### config.mk
export PLATFORM = sky130hd
export DESIGN_NAME = decode_stage
export DESIGN_NICKNAME = d
export VERILOG_FILES = /design/src/rtl/decode_stage.sv
export SDC_FILE = /design/constraint.sdc
export NUM_CORES = 1
export LEC_CHECK = 0
export CAP_MARGIN = 20
export CORE_ASPECT_RATIO = 1.4
export CORE_MARGIN = 2
export CORE_UTILIZATION = 52
export DETAILED_ROUTE_END_ITERATION = 7
export GPL_ROUTABILITY_DRIVEN = 0
export PLACE_DENSITY = 0.8
export SYNTH_ARGS = -nofsm -noshare
export SYNTH_HDL_FRONTEND = slang
export SYNTH_SLANG_ARGS = --single-unit
### constraint.sdc
create_clock -name i_clk -period 2.2 [get_ports i_clk]
set_input_delay 0.44 -clock i_clk [delete_from_list [all_inputs] [get_ports i_clk]]
set_output_delay 0.44 -clock i_clk [all_outputs]
set_load 0.01 [all_outputs]
### src/rtl/decode_stage.sv
// RV32I decode stage: full decode of one instruction per beat into registered outputs, with a one-entry skid buffer.
// Latency: 1 cycle (accepted on edge N, visible after edge N); throughput 1/cycle while i_ready=1.
// Backpressure: o_ready comes straight from the skid valid flop, so there is no combinational ready path.
// Optional: define DECODE_ILLEGAL_EN to flag illegal encodings on o_illegal.
module decode_stage #(
  parameter int XLEN = 32,
  parameter int PC_W = 32
) (
  input  logic            i_clk,
  input  logic            i_rst_n,
  input  logic            i_valid,
  output logic            o_ready,
  input  logic [31:0]     i_inst,
  input  logic [PC_W-1:0] i_pc,
  input  logic            i_flush,
  output logic            o_valid,
  input  logic            i_ready,
  output logic [PC_W-1:0] o_pc,
  output logic [XLEN-1:0] o_immediate,
  output logic [4:0]      o_opcode,
  output logic [2:0]      o_funct3,
  output logic [6:0]      o_funct7,
  output logic [4:0]      o_rsa,
  output logic [4:0]      o_rsb,
  output logic [4:0]      o_rd,
  output logic            o_hz_rsa,
  output logic            o_hz_rsb,
  output logic            o_alu_pc,
  output logic            o_alu_imm,
  output logic            o_alu_en,
  output logic            o_ma_wr,
  output logic            o_ma_rd,
  output logic [1:0]      o_wb_mux,
  output logic            o_wb_en,
  output logic            o_illegal
);

  // inst[6:2] major opcode classes
  localparam logic [4:0] OPC_LOAD   = 5'b00000;
  localparam logic [4:0] OPC_OPIMM  = 5'b00100;
  localparam logic [4:0] OPC_AUIPC  = 5'b00101;
  localparam logic [4:0] OPC_STORE  = 5'b01000;
  localparam logic [4:0] OPC_OP     = 5'b01100;
  localparam logic [4:0] OPC_LUI    = 5'b01101;
  localparam logic [4:0] OPC_BRANCH = 5'b11000;
  localparam logic [4:0] OPC_JALR   = 5'b11001;
  localparam logic [4:0] OPC_JAL    = 5'b11011;
`ifdef DECODE_ILLEGAL_EN
  localparam logic [4:0] OPC_MISC   = 5'b00011;
  localparam logic [4:0] OPC_SYSTEM = 5'b11100;
`endif

  typedef struct packed {
    logic [PC_W-1:0] pc;
    logic [XLEN-1:0] imm;
    logic [4:0]      opcode;
    logic [2:0]      funct3;
    logic [6:0]      funct7;
    logic [4:0]      rsa;
    logic [4:0]      rsb;
    logic [4:0]      rd;
    logic            hz_rsa;
    logic            hz_rsb;
    logic            alu_pc;
    logic            alu_imm;
    logic            alu_en;
    logic            ma_wr;
    logic            ma_rd;
    logic [1:0]      wb_mux;
    logic            wb_en;
    logic            illegal;
  } dec_t;

  dec_t        dec_d;
  dec_t        out_q, skid_q;
  logic        out_vld_q, skid_vld_q;
  logic        out_vld_d, skid_vld_d;
  logic        accept, out_hs, load_out, load_skid;
  logic [31:0] imm32;
  logic        is32;

  // Combinational decode of the incoming instruction; 16-bit encodings (inst[1:0]!=11) match no class.
  always_comb begin
    dec_d        = '0;
    imm32        = '0;
    is32         = (i_inst[1:0] == 2'b11);
    dec_d.pc     = i_pc;
    dec_d.opcode = i_inst[6:2];
    dec_d.funct3 = i_inst[14:12];
    dec_d.funct7 = i_inst[31:25];
    dec_d.rsa    = i_inst[19:15];
    dec_d.rsb    = i_inst[24:20];
    dec_d.rd     = i_inst[11:7];
    if (is32) begin
      case (i_inst[6:2])
        OPC_LOAD: begin
          imm32 = {{20{i_inst[31]}}, i_inst[31:20]};
          {dec_d.hz_rsa, dec_d.alu_imm, dec_d.alu_en, dec_d.ma_rd, dec_d.wb_en} = 5'b11111;
          dec_d.wb_mux = 2'b01;
        end
        OPC_OPIMM: begin
          imm32 = {{20{i_inst[31]}}, i_inst[31:20]};
          {dec_d.hz_rsa, dec_d.alu_imm, dec_d.alu_en, dec_d.wb_en} = 4'b1111;
        end
        OPC_AUIPC: begin
          imm32 = {i_inst[31:12], 12'b0};
          {dec_d.alu_pc, dec_d.alu_imm, dec_d.alu_en, dec_d.wb_en} = 4'b1111;
        end
        OPC_STORE: begin
          imm32 = {{20{i_inst[31]}}, i_inst[31:25], i_inst[11:7]};
          {dec_d.hz_rsa, dec_d.hz_rsb, dec_d.alu_imm, dec_d.alu_en, dec_d.ma_wr} = 5'b11111;
        end
        OPC_OP: begin
          {dec_d.hz_rsa, dec_d.hz_rsb, dec_d.alu_en, dec_d.wb_en} = 4'b1111;
        end
        OPC_LUI: begin
          imm32 = {i_inst[31:12], 12'b0};
          {dec_d.alu_imm, dec_d.wb_en} = 2'b11;
          dec_d.wb_mux = 2'b11;
        end
        OPC_BRANCH: begin
          imm32 = {{20{i_inst[31]}}, i_inst[7], i_inst[30:25], i_inst[11:8], 1'b0};
          {dec_d.hz_rsa, dec_d.hz_rsb, dec_d.alu_pc, dec_d.alu_imm, dec_d.alu_en} = 5'b11111;
        end
        OPC_JALR: begin
          imm32 = {{20{i_inst[31]}}, i_inst[31:20]};
          {dec_d.hz_rsa, dec_d.alu_imm, dec_d.alu_en, dec_d.wb_en} = 4'b1111;
          dec_d.wb_mux = 2'b10;
        end
        OPC_JAL: begin
          imm32 = {{12{i_inst[31]}}, i_inst[19:12], i_inst[20], i_inst[30:21], 1'b0};
          {dec_d.alu_pc, dec_d.alu_imm, dec_d.alu_en, dec_d.wb_en} = 4'b1111;
          dec_d.wb_mux = 2'b10;
        end
        default: ;
      endcase
    end
    dec_d.imm = XLEN'($signed(imm32));
    // x0 is never written back
    if (dec_d.rd == 5'd0) dec_d.wb_en = 1'b0;
`ifdef DECODE_ILLEGAL_EN
    case (i_inst[6:2])
      OPC_LOAD, OPC_OPIMM, OPC_AUIPC, OPC_STORE, OPC_LUI, OPC_BRANCH,
      OPC_JALR, OPC_JAL, OPC_MISC, OPC_SYSTEM: dec_d.illegal = !is32;
      OPC_OP: dec_d.illegal = !is32 || ((i_inst[31:25] != 7'b0000000) && (i_inst[31:25] != 7'b0100000));
      default: dec_d.illegal = 1'b1;
    endcase
    // illegal instructions still flow but must not touch architectural state
    if (dec_d.illegal) begin
      dec_d.wb_en = 1'b0;
      dec_d.ma_wr = 1'b0;
      dec_d.ma_rd = 1'b0;
    end
`else
    dec_d.illegal = 1'b0;
`endif
  end

  // Handshake and steering: while SKID is full o_ready is 0, so an accept always finds SKID empty.
  always_comb begin
    accept    = i_valid & ~skid_vld_q & ~i_flush;
    out_hs    = out_vld_q & i_ready;
    load_out  = accept & (~out_vld_q | out_hs);
    load_skid = accept & ~load_out;
    if (i_flush) begin
      out_vld_d  = 1'b0;
      skid_vld_d = 1'b0;
    end else begin
      out_vld_d  = load_out | (out_hs & skid_vld_q) | (out_vld_q & ~out_hs);
      skid_vld_d = load_skid | (skid_vld_q & ~out_hs);
    end
  end

  // Valid flags for OUT and SKID
  always_ff @(posedge i_clk or negedge i_rst_n) begin
    if (!i_rst_n) begin
      out_vld_q  <= 1'b0;
      skid_vld_q <= 1'b0;
    end else begin
      out_vld_q  <= out_vld_d;
      skid_vld_q <= skid_vld_d;
    end
  end

  // Payload registers: OUT takes new decode or the older SKID entry; SKID only captures on overflow
  always_ff @(posedge i_clk or negedge i_rst_n) begin
    if (!i_rst_n) begin
      out_q  <= '0;
      skid_q <= '0;
    end else begin
      if (load_out) out_q <= dec_d;
      else if (out_hs && skid_vld_q && !i_flush) out_q <= skid_q;
      if (load_skid) skid_q <= dec_d;
    end
  end

  assign o_ready     = ~skid_vld_q;
  assign o_valid     = out_vld_q;
  assign o_pc        = out_q.pc;
  assign o_immediate = out_q.imm;
  assign o_opcode    = out_q.opcode;
  assign o_funct3    = out_q.funct3;
  assign o_funct7    = out_q.funct7;
  assign o_rsa       = out_q.rsa;
  assign o_rsb       = out_q.rsb;
  assign o_rd        = out_q.rd;
  assign o_hz_rsa    = out_q.hz_rsa;
  assign o_hz_rsb    = out_q.hz_rsb;
  assign o_alu_pc    = out_q.alu_pc;
  assign o_alu_imm   = out_q.alu_imm;
  assign o_alu_en    = out_q.alu_en;
  assign o_ma_wr     = out_q.ma_wr;
  assign o_ma_rd     = out_q.ma_rd;
  assign o_wb_mux    = out_q.wb_mux;
  assign o_wb_en     = out_q.wb_en;
  assign o_illegal   = out_q.illegal;

endmodule
==> results <==
layer usage:
| layer | share of wire (%) | up-vias | wire length [um] | track usage, % |
|---|---|---|---|---|
| met1 | 39 | 3739 | 9912 | 36.57 |
| met5 | 0 | - | 0 | 0 |
| met2 | 50 | 338 | 12700 | 47.08 |
| li1 | - | 3590 | - | - |
| met4 | 3.2 | 0 | 806 | 11.09 |
| met3 | 7.6 | 55 | 1926 | 5.101 |
registers in the layout, indices dropped and copies added (netlist names), 2 cells and up:
name	flops
skid_q	104
o_immediate	32
o_pc	32
o_funct7	7
o_opcode	5
o_rd	5
o_rsa	5
o_rsb	5
o_funct3	3
o_wb_mux	2
worst reg2reg max path, stage by stage, from the launching register on:
cell and delay (ps):
dfrtp_1 420, nand2b_4 200, nor3_4 290, buf_12 270, nand2_1 100, buf_4 190
o21ai_0 220
layout make-up:
| class | count | area, um2 | share of cell area [%] |
|---|---|---|---|
| clock buffer | 32 | 606.8 | 5.107 |
| clock inverter | 5 | 28.78 | 0.2422 |
| inverter | 5 | 18.77 | 0.1579 |
| multi-input combinational | 662 | 3338 | 28.09 |
| sequential | 210 | 5255 | 44.22 |
| tap | 203 | 254.0 | 2.138 |
| timing repair buffer | 240 | 2381 | 20.04 |
cells in the mapped netlist (4+ instances only):
library cell    n
a211oi_1        4
a21oi_1        35
a22o_1         10
a22oi_1        90
a31oi_1         6
and3_1          5
buf_2          26
clkbuf_1       36
dfrtp_1       210
inv_1           5
nand2_1       376
nand2b_1        4
nor2_1         14
nor3_2          4
o21ai_0        50
o21ai_1        14
o2bb2ai_1       6
o31ai_1         7
per-stage QoR:
step                power [W]  std cells  hold slack (ps)  setup slack [ps]
global placement     0.006539       1319            350.8            -23.33
floorplan            0.005503        943            144.4             545.8
CTS                  0.009963       1357            390.1             86.73
detailed placement   0.006608       1319            351.1            -83.95
global route          0.01038       1357            399.4             44.04
finish               0.009903       1357            391.9             89.81
worst min-delay path by stage:
stage | slack [ps] | start | depth (start not counted) | to
after floorplan | 140 | i_rst_n | 0 | o_alu_en$_DFFE_PN0P_
after global placement | 350 | i_rst_n | 1 | o_pc[21]$_DFFE_PN0P_
after detailed placement | 350 | i_rst_n | 1 | o_pc[21]$_DFFE_PN0P_
after CTS | 390 | i_rst_n | 2 | o_pc[25]$_DFFE_PN0P_
after global routing | 400 | i_rst_n | 2 | o_pc[0]$_DFFE_PN0P_
final | 390 | i_rst_n | 2 | o_pc[25]$_DFFE_PN0P_
power by group through the flow:
stage | logic (W) | registers, W | clock network (W)
after global routing | 0.00199 | 0.00481 | 0.00358
after detailed placement | 0.00180 | 0.00480 | 0
final | 0.00180 | 0.00475 | 0.00335
after CTS | 0.00182 | 0.00475 | 0.00340
after floorplan | 0.000639 | 0.00486 | 0
after global placement | 0.00175 | 0.00479 | 0
cells by family (layout without fill, tap and decap cells):
logic type      count (synthesis)  count (layout)  share of synthesized area, %
other cells                     1               1                       0.04224
flops                         210             210                         59.19
mux                             2               2                        0.2959
simple gates                  426             426                         19.70
compound gates                232             232                         17.14
xor+xnor                        1               1                       0.09867
buf+inv                        71             282                         3.537
repair_timing:
item	in CTS	in global routing
hold endpoints to repair	22	0
hold buffers	1	0
gates resized for setup	0	0
==> flow_summary.toml <==
[pwr]
p_sw_w = 0.002670
p_per_area_mw_per_mm2 = 833.4
peakVddDrop_v = 0.0007726
leakage_nw = 5.618
pwr-share-seq_pct = 48.0
p_sw_share_pct = 26.96
power.internal_w = 0.007233
p_comb_share_pct = 18.2
clock_power_share_pct = 33.8

[logic_synthesis]
syn_inst = 943
synth_top_flop_cell = "dfrtp_1"
syn_area_mm2 = 0.008879
syn-num-nets = 1012
synth_edf_count = 0
synthTopCellsByArea = "dfrtp_1 (59%), nand2_1 (16%), a22oi_1 (7.6%), o21ai_0 (2.8%), a21oi_1 (2.0%)"
yosysTopAreaCell = "dfrtp_1"
async_flop_share_pct = 100.0
yosys.area.top_type_share_pct = 59.19
ys_seq_area_share_pct = 59.19
syn_area_per_cell_um2 = 9.415
ys_ff_latch = 210
yosysUniqueCellTypes = 49
ys_warn_count = 0

[worst_setup_path]
r2r_setup_slack_ps = 410
regToRegStartpoint = "skid_vld_q$_DFF_PN0_"
startpoint = "skid_vld_q$_DFF_PN0_"
end_kind = "output port"
slowest_delay_ps = 620
cp.required_ps = 1760
critPathTopFamily = "buffers and inverters"
ff2ff_path_depth = 6
cp_data_arrival_time_ps = 1670
startpoint_type = "flop"
path_max_fanout = 4
r2r_end = "o_immediate[29]$_DFFE_PN0P_"
critPathCapture = "o_ready"
cp_num_buf_inv = 2
criticalPathCategory = "reg -> out"
cp_cell_sequence = "inv_1, clkdlybuf4s50_1"
slowest_stage = "clkdlybuf4s50_1"
cp_num_cells = 2

[grt]
grt_max_degree = 67
grt_pass1_vias = 7797
antenna_found_initial = 0
grt_pass1_wl_mm = 40.54
groute.usage.overall_pct = 28.19
grt_overflow = 0

[routing]
first_iter_violations = 655
wl_mm = 25.34
wire_per_inst_um = 18.68
vias_per_cell = 5.690
postRouteAntennaNets = 0
dr_total_vias = 7722
route.detailed.drc = 0
dr.pass1.iters = 5

[clock_tree]
clock_path_buffers = 3
cts_made_buffers = 21
clkSinkCount = 210
htreeDepth = 1
worstSkewPairLatency_ps = 490
cts_setup_buffers = 0
cts-root-buf = "clkbuf_16"
tritoncts = "done"
clkTransAtPathRegs_ps = 70

[layout]
nFillCells = 1247
syn_to_final_growth_pct = 33.84
drive_gt1_share_pct = 9.445
diodes = 0
final_area_mm2 = 0.01188
layout_commonest_cell = "nand2_1"
fin_util_pct = 70.96
fin_nets = 1209
layout_common_cells = "nand2_1 (376), dfrtp_1 (210), clkdlybuf4s50_1 (173)"

[place]
hpwlAfterDp_mm = 16.85
placed_area_mm2 = 0.01124
io_buffers = 174

[die]
die_x_um = 114.4
io-pin-count = 176
fp.coreArea_mm2 = 0.01675
rows = 56
initial_utilization_pct = 53.02
dieArea_mm2 = 0.01815
die_h_um = 158.6

[sta]
drv_slew = 0
rsz0062_at_grt = "no"
tightest_slew_ps = 528.1
timing.setup.tns_ps = 0
min_period_ps = 2110
finClkSkew_ps = 14.23
hold_viol = 0
fin_crit_sh_pct = 95.92
max_freq_mhz = 473.9
relSlewSlack_pct = 64.72
setup_viol = 0

[hold_path]
min_path_type = "in -> async"

[outcome]
status = "complete, no violations"

[job]
drv_cap = 0
Power figures use the tool's default switching activity.
